<file path="src/rtl/pulse_transmitter_symbol_sequencer.sv">
// Symbol sequencer for a pulse transmitter: walks a small table of (level, duration)
// entries, programs an external countdown timer for each one and repeats the pass loop_count times.
module pulse_transmitter_symbol_sequencer #(
    parameter int NUM_SYMBOLS     = 8,
    parameter int TIMER_WIDTH     = 8,
    parameter int PRESCALER_WIDTH = 16,
    localparam int AW             = $clog2(NUM_SYMBOLS),
    localparam int PW             = $clog2(PRESCALER_WIDTH)
) (
    input  logic                   clk,
    input  logic                   sys_rst,
    input  logic                   cfg_we,
    input  logic [AW-1:0]          cfg_addr,
    input  logic [TIMER_WIDTH:0]   cfg_wdata,
    input  logic [PW-1:0]          prescaler_hi,
    input  logic [PW-1:0]          prescaler_lo,
    input  logic [AW:0]            symbol_count,
    input  logic [7:0]             loop_count,
    input  logic                   idle_level,
    input  logic                   start,
    input  logic                   stop,
    input  logic                   timer_pulse,
    output logic                   timer_en,
    output logic [PW-1:0]          timer_prescaler,
    output logic [TIMER_WIDTH-1:0] timer_duration,
    output logic                   tx_out,
    output logic                   busy,
    output logic                   done,
    output logic [AW-1:0]          symbol_index
);

    typedef enum logic [1:0] {
        IDLE,
        LOAD,
        RUN
    } state_t;

    localparam logic [AW:0] MAX_COUNT = NUM_SYMBOLS[AW:0];

    state_t                 state, state_next;
    logic [7:0]             pass_cnt, pass_next;
    logic [AW-1:0]          index_next;
    logic                   timer_en_next;
    logic [PW-1:0]          psc_next;
    logic [TIMER_WIDTH-1:0] dur_next;
    logic                   tx_next;
    logic                   done_next;
    logic                   load_entry;

    logic [TIMER_WIDTH:0]   sym_table [NUM_SYMBOLS];
    logic [AW:0]            eff_count;
    logic [AW:0]            next_pos;
    logic                   last_symbol;
    logic [AW-1:0]          load_index;
    logic [TIMER_WIDTH:0]   entry;

    // NOTE: the symbol table has no reset; it is configuration that must survive sys_rst.
    always_ff @(posedge clk) begin
        if (cfg_we && state == IDLE) begin
            sym_table[cfg_addr] <= cfg_wdata;
        end
    end

    assign eff_count   = (symbol_count > MAX_COUNT) ? MAX_COUNT : symbol_count;
    assign next_pos    = {1'b0, symbol_index} + {{AW{1'b0}}, 1'b1};
    assign last_symbol = (next_pos >= eff_count);

    // A new entry is only ever fetched for the first symbol or the one after the current one.
    assign load_index  = (state == RUN && !last_symbol) ? next_pos[AW-1:0] : '0;
    assign entry       = sym_table[load_index];

    // NOTE: every variable gets a default before the case so no latch can be inferred.
    always_comb begin
        state_next    = state;
        index_next    = symbol_index;
        pass_next     = pass_cnt;
        timer_en_next = timer_en;
        psc_next      = timer_prescaler;
        dur_next      = timer_duration;
        tx_next       = tx_out;
        done_next     = 1'b0;
        load_entry    = 1'b0;

        case (state)
            IDLE: begin
                if (start && !stop) begin
                    if (eff_count != '0) begin
                        state_next = LOAD;
                        index_next = '0;
                        pass_next  = loop_count;
                        load_entry = 1'b1;
                    end else begin
                        done_next = 1'b1;
                    end
                end
            end
            LOAD: begin
                if (stop) begin
                    state_next    = IDLE;
                    tx_next       = idle_level;
                    timer_en_next = 1'b0;
                end else begin
                    state_next    = RUN;
                    timer_en_next = 1'b1;
                end
            end
            RUN: begin
                if (stop) begin
                    state_next    = IDLE;
                    tx_next       = idle_level;
                    timer_en_next = 1'b0;
                end else if (timer_pulse) begin
                    if (!last_symbol) begin
                        state_next = LOAD;
                        index_next = next_pos[AW-1:0];
                        load_entry = 1'b1;
                    end else if (pass_cnt != 8'd0) begin
                        state_next = LOAD;
                        index_next = '0;
                        pass_next  = pass_cnt - 8'd1;
                        load_entry = 1'b1;
                    end else begin
                        state_next    = IDLE;
                        done_next     = 1'b1;
                        tx_next       = idle_level;
                        timer_en_next = 1'b0;
                    end
                end
            end
            default: begin
                state_next    = IDLE;
                timer_en_next = 1'b0;
            end
        endcase

        // Timer is held off while the new parameters settle, clearing it between symbols.
        if (load_entry) begin
            timer_en_next = 1'b0;
            dur_next      = entry[TIMER_WIDTH-1:0];
            psc_next      = entry[TIMER_WIDTH] ? prescaler_hi : prescaler_lo;
            tx_next       = entry[TIMER_WIDTH];
        end
    end

    always_ff @(posedge clk) begin
        if (sys_rst) begin
            state           <= IDLE;
            pass_cnt        <= 8'd0;
            symbol_index    <= '0;
            timer_en        <= 1'b0;
            timer_prescaler <= '0;
            timer_duration  <= '0;
            tx_out          <= 1'b0;
            busy            <= 1'b0;
            done            <= 1'b0;
        end else begin
            state           <= state_next;
            pass_cnt        <= pass_next;
            symbol_index    <= index_next;
            timer_en        <= timer_en_next;
            timer_prescaler <= psc_next;
            timer_duration  <= dur_next;
            tx_out          <= tx_next;
            busy            <= (state_next != IDLE);
            done            <= done_next;
        end
    end

endmodule

</file>
<file path="config.mk">
export PLATFORM = sky130hd
export DESIGN_NAME = pulse_transmitter_symbol_sequencer
export DESIGN_NICKNAME = d
export VERILOG_FILES = /design/src/rtl/pulse_transmitter_symbol_sequencer.sv
export SDC_FILE = /design/constraint.sdc
export NUM_CORES = 1
export LEC_CHECK = 0
export CORE_ASPECT_RATIO = 0.7
export CORE_MARGIN = 2
export CORE_UTILIZATION = 36
export CTS_CLUSTER_SIZE = 16
export DETAILED_ROUTE_END_ITERATION = 12
export PLACE_DENSITY = 0.66
export SLEW_MARGIN = 20
export SYNTH_ARGS = -nofsm -noshare
export SYNTH_HDL_FRONTEND = slang
export SYNTH_SLANG_ARGS = --single-unit
</file>
<file path="constraint.sdc">
create_clock -name clk -period 2.86 [get_ports clk]
set_input_delay 0.429 -clock clk [delete_from_list [all_inputs] [get_ports clk]]
set_output_delay 0.429 -clock clk [all_outputs]
set_load 0.02 [all_outputs]
</file>
==> results of run 1 <==
## flip-flops by register name, indices dropped and copies added, names as in the netlist
name and flops:
state 2, pass_cnt 8, done 1, timer_en 1
tx_out 1, sym_table 72, busy 1, timer_prescaler 4
symbol_index 3, timer_duration 8
## routing by layer
metal	up-vias	global-route usage (%)	share of wire (%)
met3	8	3.80	6.6
met4	0	4.38	0.81
met5	-	0	0
met1	1582	25.0	49
li1	1564	-	-
met2	96	23.6	43
## kinds of logic after synthesis
group	synth area share, %
AND/OR/NAND/NOR	15.5
flip-flops	58.9
AO/OA/AOI/OAI	13.4
buffers and inverters	3.46
multiplexers	7.01
adder cells (fa/ha/maj)	1.61
XOR/XNOR	0.188
## path summary, 6_finish.rpt
kind	slack, ns	cells past startpoint	to	from
worst max-delay path	0.21	11	tx_out	symbol_index[0]
worst min-delay path	0.47	1	timer_duration[7]	timer_duration[7]
worst max register to register	0.21	11	tx_out	symbol_index[0]
worst min register to register	0.47	1	timer_duration[7]	timer_duration[7]
## placed cells by master (no fill, tap or decap), types with 4 or more instances in the layout
master / netlist / final
a21oi_1: 12 / 12
a221o_1: 4 / 4
a31o_2: 8 / 8
a32o_1: 9 / 9
a32oi_1: 8 / 8
buf_4: 3 / 29
clkbuf_16: 0 / 9
clkdlybuf4s50_1: 0 / 57
dfxtp_1: 29 / 28
edfxtp_1: 72 / 72
ha_1: 6 / 6
inv_1: 4 / 4
mux2i_1: 9 / 9
mux4_2: 9 / 9
nand2_1: 16 / 16
nand2b_1: 15 / 15
nand3_1: 4 / 4
nand4_1: 9 / 9
nor2_1: 19 / 19
nor3_1: 8 / 8
nor3b_1: 8 / 8
nor4_1: 6 / 6
o211ai_1: 11 / 11
o21ai_0: 6 / 6
o21ai_1: 4 / 4
or2_1: 4 / 4
or2_2: 11 / 11
## per-stage QoR
| step | instance area (µm²) | utilization (%) |
|---|---|---|
| 2_1_floorplan | 4660 | - |
| 3_3_place_gp | 5550 | 44.4 |
| 3_5_place_dp | 5550 | 44.4 |
| 4_1_cts | 5870 | 47.0 |
| 5_1_grt | 5870 | 47.0 |
| 6_report | 5870 | 47.0 |
## final cells by class
class,count,area (µm²)
Multi-Input combinational cell,228,1760
Tap cell,162,203
Sequential cell,101,2740
Timing Repair Buffer,88,828
Fill cell,1153,6630
Clock inverter,7,95.1
Inverter,6,22.5
Clock buffer,9,225
## critical path: cells and delay by family, from the launching register on
family / cells / cell delay [ns]
AOI/OAI and AO/OA: 4 / 0.82
xor gates and xnor gates: 1 / 0.20
and+or+nand+nor: 1 / 0.35
adders and majority gates: 2 / 0.41
buffers and inverters: 3 / 0.39
DFF: 1 / 0.35
## power groups by stage
stage               combinational, µW  sequential, µW  clock, µW
finish                            298            1630       1300
global route                      324            1630       1370
CTS                               299            1630       1320
detailed placement                298            1660          0
global placement                  293            1660          0
floorplan                         141            1670          0
==> summary.md, run 1 <==
| Metric | Value |
|---|---|
| Layout area overhead | `26.0%` |
| Max-slew headroom | `70.3%` |
| Die area | `13900 µm²` |
| Grt ovf | `0` |
| Placed cell count | `roughly 590` |
| Synth top area share | `46.4%` |
| Drt total wl | `11.0 mm` |
| CTS tree | `yes` |
| Cts hold-fix bufs | `0` |
| Hold WS | `around 0.47 ns` |
| Final worst slack | `0.212 ns` |
| Crit. End Element | `flip-flop` |
| Synth unique cells | `62` |
| Slowest CP cell | `dfxtp_2` |
| Fmax | `378 MHz` |
| Vias | `3250` |
| Crit share post-route | `92.6%` |
| Die H | `approximately 100 µm` |
| Max Root-Sink Buffers | `2` |
| Post-synth EDFFs | `72` |
| Syn Inst Count | `358` |
| Fin. Hold Viols | `0` |
| Combinational Power Share | `a little under a tenth` |
| LEAKAGE | `~0.0019 µW` |
| FP Rows | `34` |
| Yosys reg bits | `101` |
| Initial antenna violation count | `0` |
| Post-route insts no fill | `601` |
| Final Wtd Congestion | `0.802` |
| Global-route wire length before repair | `17.5 mm` |
| Commonest cells in the synthesized netlist | `edfxtp_1 (72), dfxtp_1 (29), nor2_1 (19)` |
| Sw frac | `23.6%` |
| TNS Setup | `0 ns` |
| Switching Power | `761 µW` |
| Diode count | `0` |
| Post-route ant nets | `0` |
| WP data required | `3.09 ns` |
| CTS resizes | `0` |
| Internal cell power | `roughly 2500 µW` |
| Final slew viol count | `0` |
| Tmin final | `2.65 ns` |
| Endpoints failing setup | `0` |
| CP Cell Sequence | `ha_1 -> xnor2_1 -> inv_2 -> ha_1 -> a21oi_1 -> o211ai_2 -> o21a_1 -> buf_4 -> nor3_1 -> buf_4 -> a311oi_1` |
| DRC Markers | `0` |
| Worst hold path class | `reg -> reg` |
| Detailed Routing Iterations Pass 1 | `4` |
| Vias in the first global route | `~3200` |
| Final HPWL DP | `7.95 mm` |
| Skew final | `roughly 0.0082 ns` |
| Max Cap Viol | `0` |
| Async SR Flop Fraction | `0%` |
| Syn_area_per_cell | `13.0 µm²` |
| Core ar. | `12500 µm²` |
| Status | `finished clean` |
| CTS buffer count | `9` |
| Largest net degree at the start of global routing | `22` |
| Vias per inst | `5.41` |
| Setup repair bufs after CTS | `0` |
| RSZ-0062 raised after global routing | `no` |
| Count leader, synth | `edfxtp_1` |
| Starting Density | `37.3%` |
| Top cell type by total area after synthesis | `edfxtp_1` |
| Ranking of synthesized cells by area | `edfxtp_1 (46%), dfxtp_1 (12%), mux4_2 (4.4%)` |
| CTS HTree Levels | `3` |
| Avg WL per Cell | `18.4 µm` |
| Yosys warnings | `0` |
| Clock-pin slew on the worst setup and hold paths | `0.07 ns` |
| Worst VDD drop | `268 µV` |
| Post-synth net total | `403` |
| Place WS | `-0.0834 ns` |
| Crit Path Max Fanout | `5` |
| Initial DRC count | `205` |
| Crit path launch type | `flip-flop` |
| CTS Sinks | `101` |
| Insertion delay to the later sink of the worst-skew pair | `0.34 ns` |
| Post-Syn Area | `4660 µm²` |
| Clock Power Share | `40.2%` |
| Top FF cell, synth | `edfxtp_1` |
| Power density over cell area | `549 nW/µm²` |
| Overall Power | `3230 µW` |
| Crit Path Category | `reg -> reg` |
| WP data arrival | `approximately 2.9 ns` |
| Port-buffer cells | `57` |
| Register share of total power | `50.6%` |
| Nets@finish | `479` |
| Die width | `140 µm` |
| Clk root buf | `clkbuf_16` |
| Number of I/O pins | `58` |
| Sequential share of the synthesized area | `58.9%` |
| CP max stage delay | `0.35 ns` |
| GRT Total Usage | `~16%` |
| Actual slew at the worst max-slew pin | `0.442 ns` |
| Fraction of layout cells with a size suffix above 1 | `21.9%` |
No activity file was read; power rests on OpenSTA's default activity.
==> run 2, diff against run 1 <==
--- a/config.mk
+++ b/config.mk
@@ -8,8 +8,10 @@
 export CORE_ASPECT_RATIO = 0.7
 export CORE_MARGIN = 2
 export CORE_UTILIZATION = 36
+export CTS_BUF_LIST = sky130_fd_sc_hd__clkbuf_16
 export CTS_CLUSTER_SIZE = 16
 export DETAILED_ROUTE_END_ITERATION = 12
+export GPL_ROUTABILITY_DRIVEN = 1
 export PLACE_DENSITY = 0.66
 export SLEW_MARGIN = 20
 export SYNTH_ARGS = -nofsm -noshare
==> constraint.sdc (replaced) <==
create_clock -name clk -period 2.86 [get_ports clk]
set_input_delay 0.429 -clock clk [delete_from_list [all_inputs] [get_ports clk]]
set_output_delay 0.429 -clock clk [all_outputs]
set_load 0.1 [all_outputs]
==> summary.md, run 2 (synthesis gave the netlist of run 1 again) <==
| Metric | Value |
|---|---|
| Nets@finish | `478` |
| DRC Markers | `0` |
| Crit path launch type | `flip-flop` |
| Setup repair bufs after CTS | `0` |
| Port-buffer cells | `57` |
| Register share of total power | `49.6%` |
| Fmax | `378 MHz` |
| Combinational Power Share | `11.2%` |
| Max reg flops | `72` |
| Vias per inst | `5.40` |
| Fin. Hold Viols | `0` |
| Final Wtd Congestion | `0.772` |
| Fraction of layout cells with a size suffix above 1 | `about a quarter` |
| Crit share post-route | `92.4%` |
| CTS HTree Levels | `3` |
| Initial DRC count | `186` |
| CTS buffer count | `9` |
| FP Rows | `34` |
| LEAKAGE | `0.00198 µW` |
| Die H | `99.2 µm` |
| Cts hold-fix bufs | `0` |
| Commonest non-fill, non-tap cells in the layout | `edfxtp_1 (72), buf_4 (47), clkdlybuf4s50_1 (38)` |
| CTS Sinks | `roughly 100` |
| Max Cap Viol | `0` |
| Number of I/O pins | `58` |
| Endpoints failing setup | `0` |
| Post-route insts no fill | `600` |
| Insertion delay to the later sink of the worst-skew pair | `0.35 ns` |
| Skew final | `~0.01 ns` |
| Fillers | `~1100` |
| Layout area overhead | `25.1%` |
| Crit Path Category | `reg -> reg` |
| Crit Path Max Fanout | `8` |
| Vias | `3239` |
| Initial antenna violation count | `0` |
| Cell area after layout | `5830 µm²` |
| Max Root-Sink Buffers | `2` |
| WP data arrival | `2.88 ns` |
| Power density over cell area | `563 nW/µm²` |
| Final HPWL DP | `between 7 and 8 mm` |
| Largest net degree at the start of global routing | `22` |
| Placed inst area | `about 5500 µm²` |
| Actual slew at the worst max-slew pin | `a little over 0.4 ns` |
| Core ar. | `between 10000 and 15000 µm²` |
| Tmin final | `between 2 and 3 ns` |
| CP Cell Sequence | `ha_1 -> xnor2_1 -> inv_2 -> ha_1 -> o211ai_1 -> o211ai_1 -> o211a_1 -> buf_4 -> nor3b_1 -> a221o_1` |
| CTS tree | `yes` |
| Drt total wl | `10.7 mm` |
| Starting Density | `37.3%` |
| Switching Power | `~820 µW` |
| Post-route ant nets | `0` |
| Most flops, register | `sym_table` |
| RSZ-0062 raised after global routing | `no` |
| Crit. End Element | `flip-flop` |
| Die width | `140 µm` |
| Max-slew headroom | `between 70% and 80%` |
| Detailed Routing Iterations Pass 1 | `4` |
| Grt ovf | `0` |
| TNS Setup | `0 ns` |
| Placed cell count | `584` |
| Slowest CP cell | `dfxtp_4` |
| Commonest non-fill, non-tap cell in the layout | `edfxtp_1` |
| CTS resizes | `0` |
| Multi-input logic area | `1760 µm²` |
| Clk root buf | `clkbuf_16` |
| GRT Total Usage | `15.9%` |
| Status | `finished clean` |
| Clock-pin slew on the worst setup and hold paths | `roughly 0.070 ns` |
| Sw frac | `approximately a quarter` |
| Avg WL per Cell | `17.8 µm` |
| Seq. cell area | `around 2800 µm²` |
| Largest regs | `sym_table (72), pass_cnt (8), timer_duration (8)` |
| Clock Power Share | `between 30% and 40%` |
| Internal cell power | `2460 µW` |
| Diode count | `0` |
| Global-route wire length before repair | `approximately 17 mm` |
| WP data required | `slightly above 3 ns` |
| Final slew viol count | `0` |
| Worst VDD drop | `397 µV` |
| Die area | `13900 µm²` |
| Vias in the first global route | `3209` |
| CP max stage delay | `0.36 ns` |
| Worst hold path class | `reg -> reg` |
## run 2: cell count changes in the layout (fill, tap and decap cells not counted)
| cell | delta |
|---|---|
| a21oi_1 | -1 |
| buf_4 | +18 |
| clkdlybuf4s50_1 | -19 |
| clkinv_4 | +1 |
| dfxtp_1 | -2 |
| a21oi_2 | +1 |
| inv_6 | -1 |
| dfxtp_4 | +2 |
## run 2: critical path, delay by kind of cell (launching register included)
family / cells / cell delay [ns]
compound gates: 4 / 1.14
fa+ha+maj: 2 / 0.49
flops: 1 / 0.36
buf+inv: 2 / 0.28
xor+xnor: 1 / 0.21
simple gates: 1 / 0.07
## run 2: worst paths after layout
kind                     start                 end  slack, ns  cells after the start
min          timer_duration[6]   timer_duration[6]       0.47                      1
max reg2reg    symbol_index[0]  timer_prescaler[2]       0.22                     10
max            symbol_index[0]  timer_prescaler[2]       0.22                     10
min reg2reg  timer_duration[6]   timer_duration[6]       0.47                      1
## run 2: through the flow
step	hold WS, ns	utilization, %	setup WS (ns)	power (µW)
floorplan	0.444	-	0.0150	1880
global placement	0.456	44.0	0.0303	2020
detailed placement	0.460	44.0	-0.00197	2030
CTS	0.480	46.6	0.209	3310
global route	0.502	46.6	0.0479	3390
finish	0.475	46.6	0.218	3280
## run 2: area by class of cell
type,count,area share (%)
repair buffers,87,13.3
multi-input cells,228,30.2
well taps,162,3.48
inverters,6,0.386
clock inverters,7,1.63
clock buffers,9,3.86
flip-flops and latches,101,47.2
## run 2: routing by layer
layer  global-route usage [%]  vias up  share of wire, %
met5                        0        -                 0
met4                     4.77        0               1.2
met3                     4.14       13               4.9
met2                     24.7       71                46
met1                     22.3     1591                48
li1                         -     1564                 -
## run 2: power groups by stage
| stage | logic, µW | registers [µW] | clock network, µW |
|---|---|---|---|
| floorplan | 141 | 1740 | 0 |
| global placement | 363 | 1660 | 0 |
| detailed placement | 368 | 1660 | 0 |
| CTS | 370 | 1630 | 1310 |
| global route | 393 | 1630 | 1370 |
| finish | 368 | 1630 | 1280 |
==> run 3, diff against run 2 <==
--- a/config.mk
+++ b/config.mk
@@ -12,6 +12,7 @@
 export CTS_CLUSTER_SIZE = 16
 export DETAILED_ROUTE_END_ITERATION = 12
 export GPL_ROUTABILITY_DRIVEN = 1
+export HOLD_SLACK_MARGIN = 0.06
 export PLACE_DENSITY = 0.66
 export SLEW_MARGIN = 20
 export SYNTH_ARGS = -nofsm -noshare
==> results of run 3 <==
Same layout as run 2: the final DEF is identical, and so are final timing and power.
==> edit 1, RTL diff (settings of run 1) <==
The output `done` loses its register stage (`done` becomes a continuous assignment).
--- a/src/rtl/pulse_transmitter_symbol_sequencer.sv
+++ b/src/rtl/pulse_transmitter_symbol_sequencer.sv
@@ -152,7 +152,6 @@
             timer_duration  <= '0;
             tx_out          <= 1'b0;
             busy            <= 1'b0;
-            done            <= 1'b0;
         end else begin
             state           <= state_next;
             pass_cnt        <= pass_next;
@@ -162,9 +161,10 @@
             timer_duration  <= dur_next;
             tx_out          <= tx_next;
             busy            <= (state_next != IDLE);
-            done            <= done_next;
         end
     end
 
+    assign done = done_next;
+
 endmodule
 
Behaviour: not the same (Yosys sat finds a counterexample within 4 cycles, from zero or initial values and one cycle with sys_rst high).
==> edit 1 against run 1 <==
Sequential cell count down 1. Area after synthesis decreased by 3.2%. Total power shrank 2.2%. Final area about the same. Clock power down 6%. Worst hold slack better by 0.0023 ns. Setup slack worse by 0.027 ns. Routed wire length decreased by 0.29%. Critical path type is now register to output pin.
==> edit 1: results (changes against run 1) <==
[setup_path]
cp_max_fo = 5  ; unchanged
cp_slowest_cell = dfxtp_4  ; was dfxtp_2
path_delay_family = compound AO/OA/AOI/OAI gates  ; unchanged
cp.arrival_ns = 2.25  ; was 2.88 ns
critical_path.max_stage_delay_ns = 0.37  ; was 0.35 ns

[final_layout]
n_antenna_cell = 0  ; unchanged
drive_above_1_share_pct = 16.04  ; was 21.87%
biggestRegsByFlops = sym_table x72, pass_cnt x8, timer_duration x8  ; unchanged
nNetsFinal = 520  ; was 479

[placed_design]
pre_cts_ws_ns = -0.1760  ; was -0.08337 ns
placed_area_um2 = 5568  ; was 5553 um^2
dp_hpwl_um = 7539  ; was 7954 um
numPortBuffers = 57  ; unchanged
place.gp.congestion = 0.8285  ; was 0.8021

[synthesis]
dominantRegCellSynth = edfxtp_1  ; unchanged
ys_top_cells_by_count = 72 x edfxtp_1, 42 x nor3_1, 32 x nand2_1, 28 x dfxtp_1, 25 x nor2_1  ; was 72 x edfxtp_1, 29 x dfxtp_1, 19 x nor2_1, 16 x nand2_1, 15 x nand2b_1
synth-edff-count = 72  ; unchanged
synth_nets = 437  ; was 403
yosysWarnings = 0  ; unchanged
yosysSeqAreaShare_pct = 60.39  ; was 58.86%
ys_top_cells_by_area = edfxtp_1 48%, dfxtp_1 12%, nor3_1 4.7%  ; was edfxtp_1 46%, dfxtp_1 12%, mux4_2 4.4%
ys_types = 60  ; was 62

[routing]
viasPerCell = 5.555  ; was 5.408
drtPass1Iterations = 5  ; was 4
drt_iter0_markers = 302  ; was 205
routedWlPerCell_um = 17.16  ; was 18.38 um

[global_route]
globalRouteTotalUtil_pct = 17.02  ; was 16.43%
first_global_vias = 3498  ; was 3,196
antenna_found_initial = 0  ; unchanged
grt_max_degree = 55  ; was 22
grt_pass1_wl_um = 17580  ; was 17,520 um

[pwr]
peakVddDrop_uv = 353.1  ; was 268.5 uV
power_leakage_uw = 0.001965  ; was 0.001945 uW

[timing]
tightestPinTransition_ns = 0.6653  ; was 0.4422 ns
clock_skew_ns = 0.01036  ; was 0.008209 ns

[worst_hold_path]
hold_path.class = register to register  ; unchanged

[run_status]
status = finished, final reports clean  ; unchanged

[cts]
cts_htree_levels = 3  ; unchanged
cts-buffers-inserted = 9  ; unchanged
cts_setup_buffers = 0  ; unchanged
cts-root-buf = clkbuf_16  ; unchanged

## edit 1: cells by family after synthesis
family / count (synthesis) / synth area share, %
compound gates: 91 / 14.63
xor+xnor: 1 / 0.3609
fa+ha+maj: 6 / 1.665
buf+inv: 32 / 3.136
flops: 100 / 60.39
mux: 5 / 1.388
simple gates: 157 / 18.43
## edit 1: per-layer routing
metal	wire [um]	share of wire [%]	vias up	track usage, %
li1	-	-	1690	-
met1	5069	46	1708	23.82
met2	4966	45	145	25.33
met3	721	6.5	23	4.330
met4	259	2.4	0	6.593
met5	0	0	-	0
## edit 1: worst min-delay path: stages, from the launching register on
cell	delay, ns
dfxtp_1	0.31
nand2_1	0.05
a31oi_1	0.06
## edit 1: worst paths after layout
kind | startpoint | to | slack (ns) | depth (start not counted)
hold / removal | timer_duration[1]$_SDFFE_PP0P_ | timer_duration[1]$_SDFFE_PP0P_ | 0.47 | 2
setup / recovery | symbol_index[0]$_SDFFE_PP0P_ | done | 0.18 | 9
setup reg to reg | symbol_index[1]$_SDFFE_PP0P_ | timer_duration[6]$_SDFFE_PP0P_ | 0.27 | 8
hold reg to reg | timer_duration[1]$_SDFFE_PP0P_ | timer_duration[1]$_SDFFE_PP0P_ | 0.47 | 2
## edit 1: per-stage QoR
| step | TNS (ns) | instances |
|---|---|---|
| 6_report | 0 | 642 |
| 5_1_grt | 0 | 642 |
| 4_1_cts | 0 | 642 |
| 3_5_place_dp | -1.217 | 626 |
| 3_3_place_gp | -0.6726 | 626 |
| 2_1_floorplan | 0 | 392 |
## edit 1: cell type report
class	count	area, um^2
flip-flops and latches	100	2730
fillers	1110	6467
clock buffers	11	242.7
clock inverters	5	60.06
multi-input cells	260	1713
well taps	162	202.7
repair buffers	97	894.6
inverters	7	26.28
## edit 1: power by group
part	internal, uW	leakage, uW	total [uW]	switching (uW)
clock network	705	0.000146	1220	514
registers	1590	0.000883	1620	24.0
logic	155	0.000936	317	162
## edit 1: what timing repair did
item,in CTS,in global routing
endpoints found under the hold margin,0,0
endpoints found under the setup margin,1,1
resized for setup,1,1
hold buffers,0,0
pin swaps,0,1
==> edit 2, RTL diff (flow settings as in run 1) <==
Made on the original files. Set the parameter `TIMER_WIDTH` to 6 (it was 8).
--- a/src/rtl/pulse_transmitter_symbol_sequencer.sv
+++ b/src/rtl/pulse_transmitter_symbol_sequencer.sv
@@ -2,7 +2,7 @@
 // entries, programs an external countdown timer for each one and repeats the pass loop_count times.
 module pulse_transmitter_symbol_sequencer #(
     parameter int NUM_SYMBOLS     = 8,
-    parameter int TIMER_WIDTH     = 8,
+    parameter int TIMER_WIDTH     = 6,
     parameter int PRESCALER_WIDTH = 16,
     localparam int AW             = $clog2(NUM_SYMBOLS),
     localparam int PW             = $clog2(PRESCALER_WIDTH)
Interface: changed (resized cfg_wdata and timer_duration); port bits go from 58 to 54. The function was not compared with the original's and may differ.
==> edit 2 against run 1 <==
Routed wire length is 17% lower. Area after synthesis is 16% lower. Setup slack got worse by 0.018 ns. Final area fell by 16%. Total power fell by 17%. Non-clock buffer count down 16. Sequential cell count down 18. Via count shrank 9.6%. Critical path type unchanged.
==> edit 2: results (changes against run 1) <==
[cts]
post_cts_resized = 0  ; unchanged
cts_htree_levels = 3  ; unchanged
clk_path_buf_depth = 2  ; unchanged
cts-root-buf = clkbuf_16  ; unchanged
cts-buffers-inserted = 9  ; unchanged
worstSkewPairLatency_ns = 0.34  ; about the same
cts_setup_buffers = 0  ; unchanged
clk_pin_slew_ns = 0.06

[placed_design]
dp_hpwl_um = 6597  ; was 7954 um
numPortBuffers = 53  ; was 57
place.gp.congestion = 0.8101  ; was 0.8021
placed_area_um2 = 4677  ; was 5553 um^2

[timing]
clock_skew_ns = 0.004127  ; was 0.008209 ns
tightestPinTransition_ns = 0.7998  ; was 0.4422 ns
finalSetupViolations = 0  ; unchanged

[final_layout]
nNetsFinal = 434  ; was 479
fillers = 963  ; was 1,153
n_antenna_cell = 0  ; unchanged
biggestRegsByFlops = sym_table x56, pass_cnt x8, timer_duration x6  ; was sym_table x72, pass_cnt x8, timer_duration x8
drive_above_1_share_pct = 14.14  ; was 21.87%

[routing]
drtPass1Iterations = 7  ; was 4
viasPerCell = 5.399  ; was 5.408
drt_iter0_markers = 314  ; was 205
wirelength_um = 9209  ; was 11,050 um

[setup_path]
regToRegSetupSlack_ns = 0.19  ; was 0.21 ns
startpoint_type = register  ; unchanged
reg2reg_from = symbol_index[0]$_SDFFE_PP0P_  ; unchanged
ff2ff_path_depth = 10  ; was 11
cp.arrival_ns = 2.92  ; was 2.88 ns
crit_path_end = pass_cnt[0]$_SDFFE_PP0P_  ; was tx_out$_SDFFE_PP0P_
cp_max_fo = 7  ; was 5

[pwr]
power_leakage_uw = 0.001673  ; was 0.001945 uW
peakVddDrop_uv = 283.5  ; was 268.5 uV

[global_route]
grt_pass1_wl_um = 15010  ; was 17,520 um
grt_max_degree = 26  ; was 22
antenna_found_initial = 0  ; unchanged
first_global_vias = 2919  ; was 3,196
globalRouteTotalUtil_pct = 16.71  ; was 16.43%

[synthesis]
yosysSeqAreaShare_pct = 56.47  ; was 58.86%
synth-edff-count = 56  ; was 72
async_flop_share_pct = 0  ; unchanged
yosysWarnings = 0  ; unchanged
synth_nets = 372  ; was 403
dominantRegCellSynth = edfxtp_1  ; unchanged
ys_types = 56  ; was 62
ys_top_cells_by_count = 56 x edfxtp_1, 31 x nand2_1, 27 x dfxtp_1, 26 x a21oi_1, 22 x nor2_1  ; was 72 x edfxtp_1, 29 x dfxtp_1, 19 x nor2_1, 16 x nand2_1, 15 x nand2b_1
ys_top_cells_by_area = edfxtp_1 43%, dfxtp_1 14%, mux4_2 4.6%  ; was edfxtp_1 46%, dfxtp_1 12%, mux4_2 4.4%

[worst_hold_path]
hold_path.class = register to register  ; unchanged

[run_status]
status = finished, final reports clean  ; unchanged

edit 2: kinds of logic (layout without fill, tap and decap cells):
kind of cell               Yosys count  count (layout)  synth area share [%]
and+or+nand+nor                    103             103                 13.80
buffers and inverters               29              96                 3.720
xor gates and xnor gates             1               1                0.4135
AOI/OAI and AO/OA                   94              94                 17.52
DFF                                 83              83                 56.47
adders and majority gates            6               6                 1.908
muxes                               13              13                 6.168
edit 2: per-layer routing:
| layer | track usage (%) | vias up | routed length, um |
|---|---|---|---|
| li1 | - | 1395 | - |
| met1 | 23.70 | 1415 | 4343 |
| met2 | 25.13 | 120 | 4070 |
| met3 | 4.891 | 7 | 717 |
| met4 | 4.167 | 0 | 78 |
| met5 | 0 | - | 0 |
edit 2: final cells by class:
cell class              count  share of cell area, %
flip-flops and latches     83                  44.91
multi-input cells         217                  31.66
repair buffers             72                  13.60
clock buffers              10                  4.627
well taps                 148                  3.742
clock inverters             6                 0.8597
inverters                   8                 0.6068
edit 2: report_power, final:
| group | internal, uW | total [uW] | switching, uW |
|---|---|---|---|
| Combinational | 136 | 293 | 157 |
| Clock | 587 | 1040 | 457 |
| Sequential | 1320 | 1340 | 21.4 |
edit 2: per-stage QoR:
step	total power, uW	hold slack [ns]	cells	setup WS (ns)	util (%)
after CTS	2699	0.4828	544	0.2325	47.08
after floorplan	1523	0.4536	329	0.06465	-
after detailed placement	1657	0.4745	528	0.04439	44.49
after global routing	2790	0.4995	544	0.02342	47.08
after global placement	1651	0.4708	528	0.1569	44.49
final	2676	0.4804	544	0.1940	47.08
edit 2: worst min path at each step:
stage | start | to | slack, ns | depth (start not counted)
after floorplan | pass_cnt[6]$_SDFFE_PP0P_ | pass_cnt[6]$_SDFFE_PP0P_ | 0.45 | 2
after global placement | pass_cnt[6]$_SDFFE_PP0P_ | pass_cnt[6]$_SDFFE_PP0P_ | 0.47 | 2
after detailed placement | pass_cnt[6]$_SDFFE_PP0P_ | pass_cnt[6]$_SDFFE_PP0P_ | 0.47 | 2
after CTS | pass_cnt[6]$_SDFFE_PP0P_ | pass_cnt[6]$_SDFFE_PP0P_ | 0.48 | 2
after global routing | pass_cnt[6]$_SDFFE_PP0P_ | pass_cnt[6]$_SDFFE_PP0P_ | 0.50 | 2
final | pass_cnt[6]$_SDFFE_PP0P_ | pass_cnt[6]$_SDFFE_PP0P_ | 0.48 | 2
edit 2: worst max-delay path, cell delays in order (launching register included):
cell and delay [ns]:
dfxtp_1 0.47, ha_1 0.29, xnor2_2 0.15, inv_2 0.06, ha_1 0.35, nand2_1 0.08
o21ai_2 0.32, buf_4 0.22, a21o_1 0.21, o211ai_1 0.13, a221oi_2 0.29
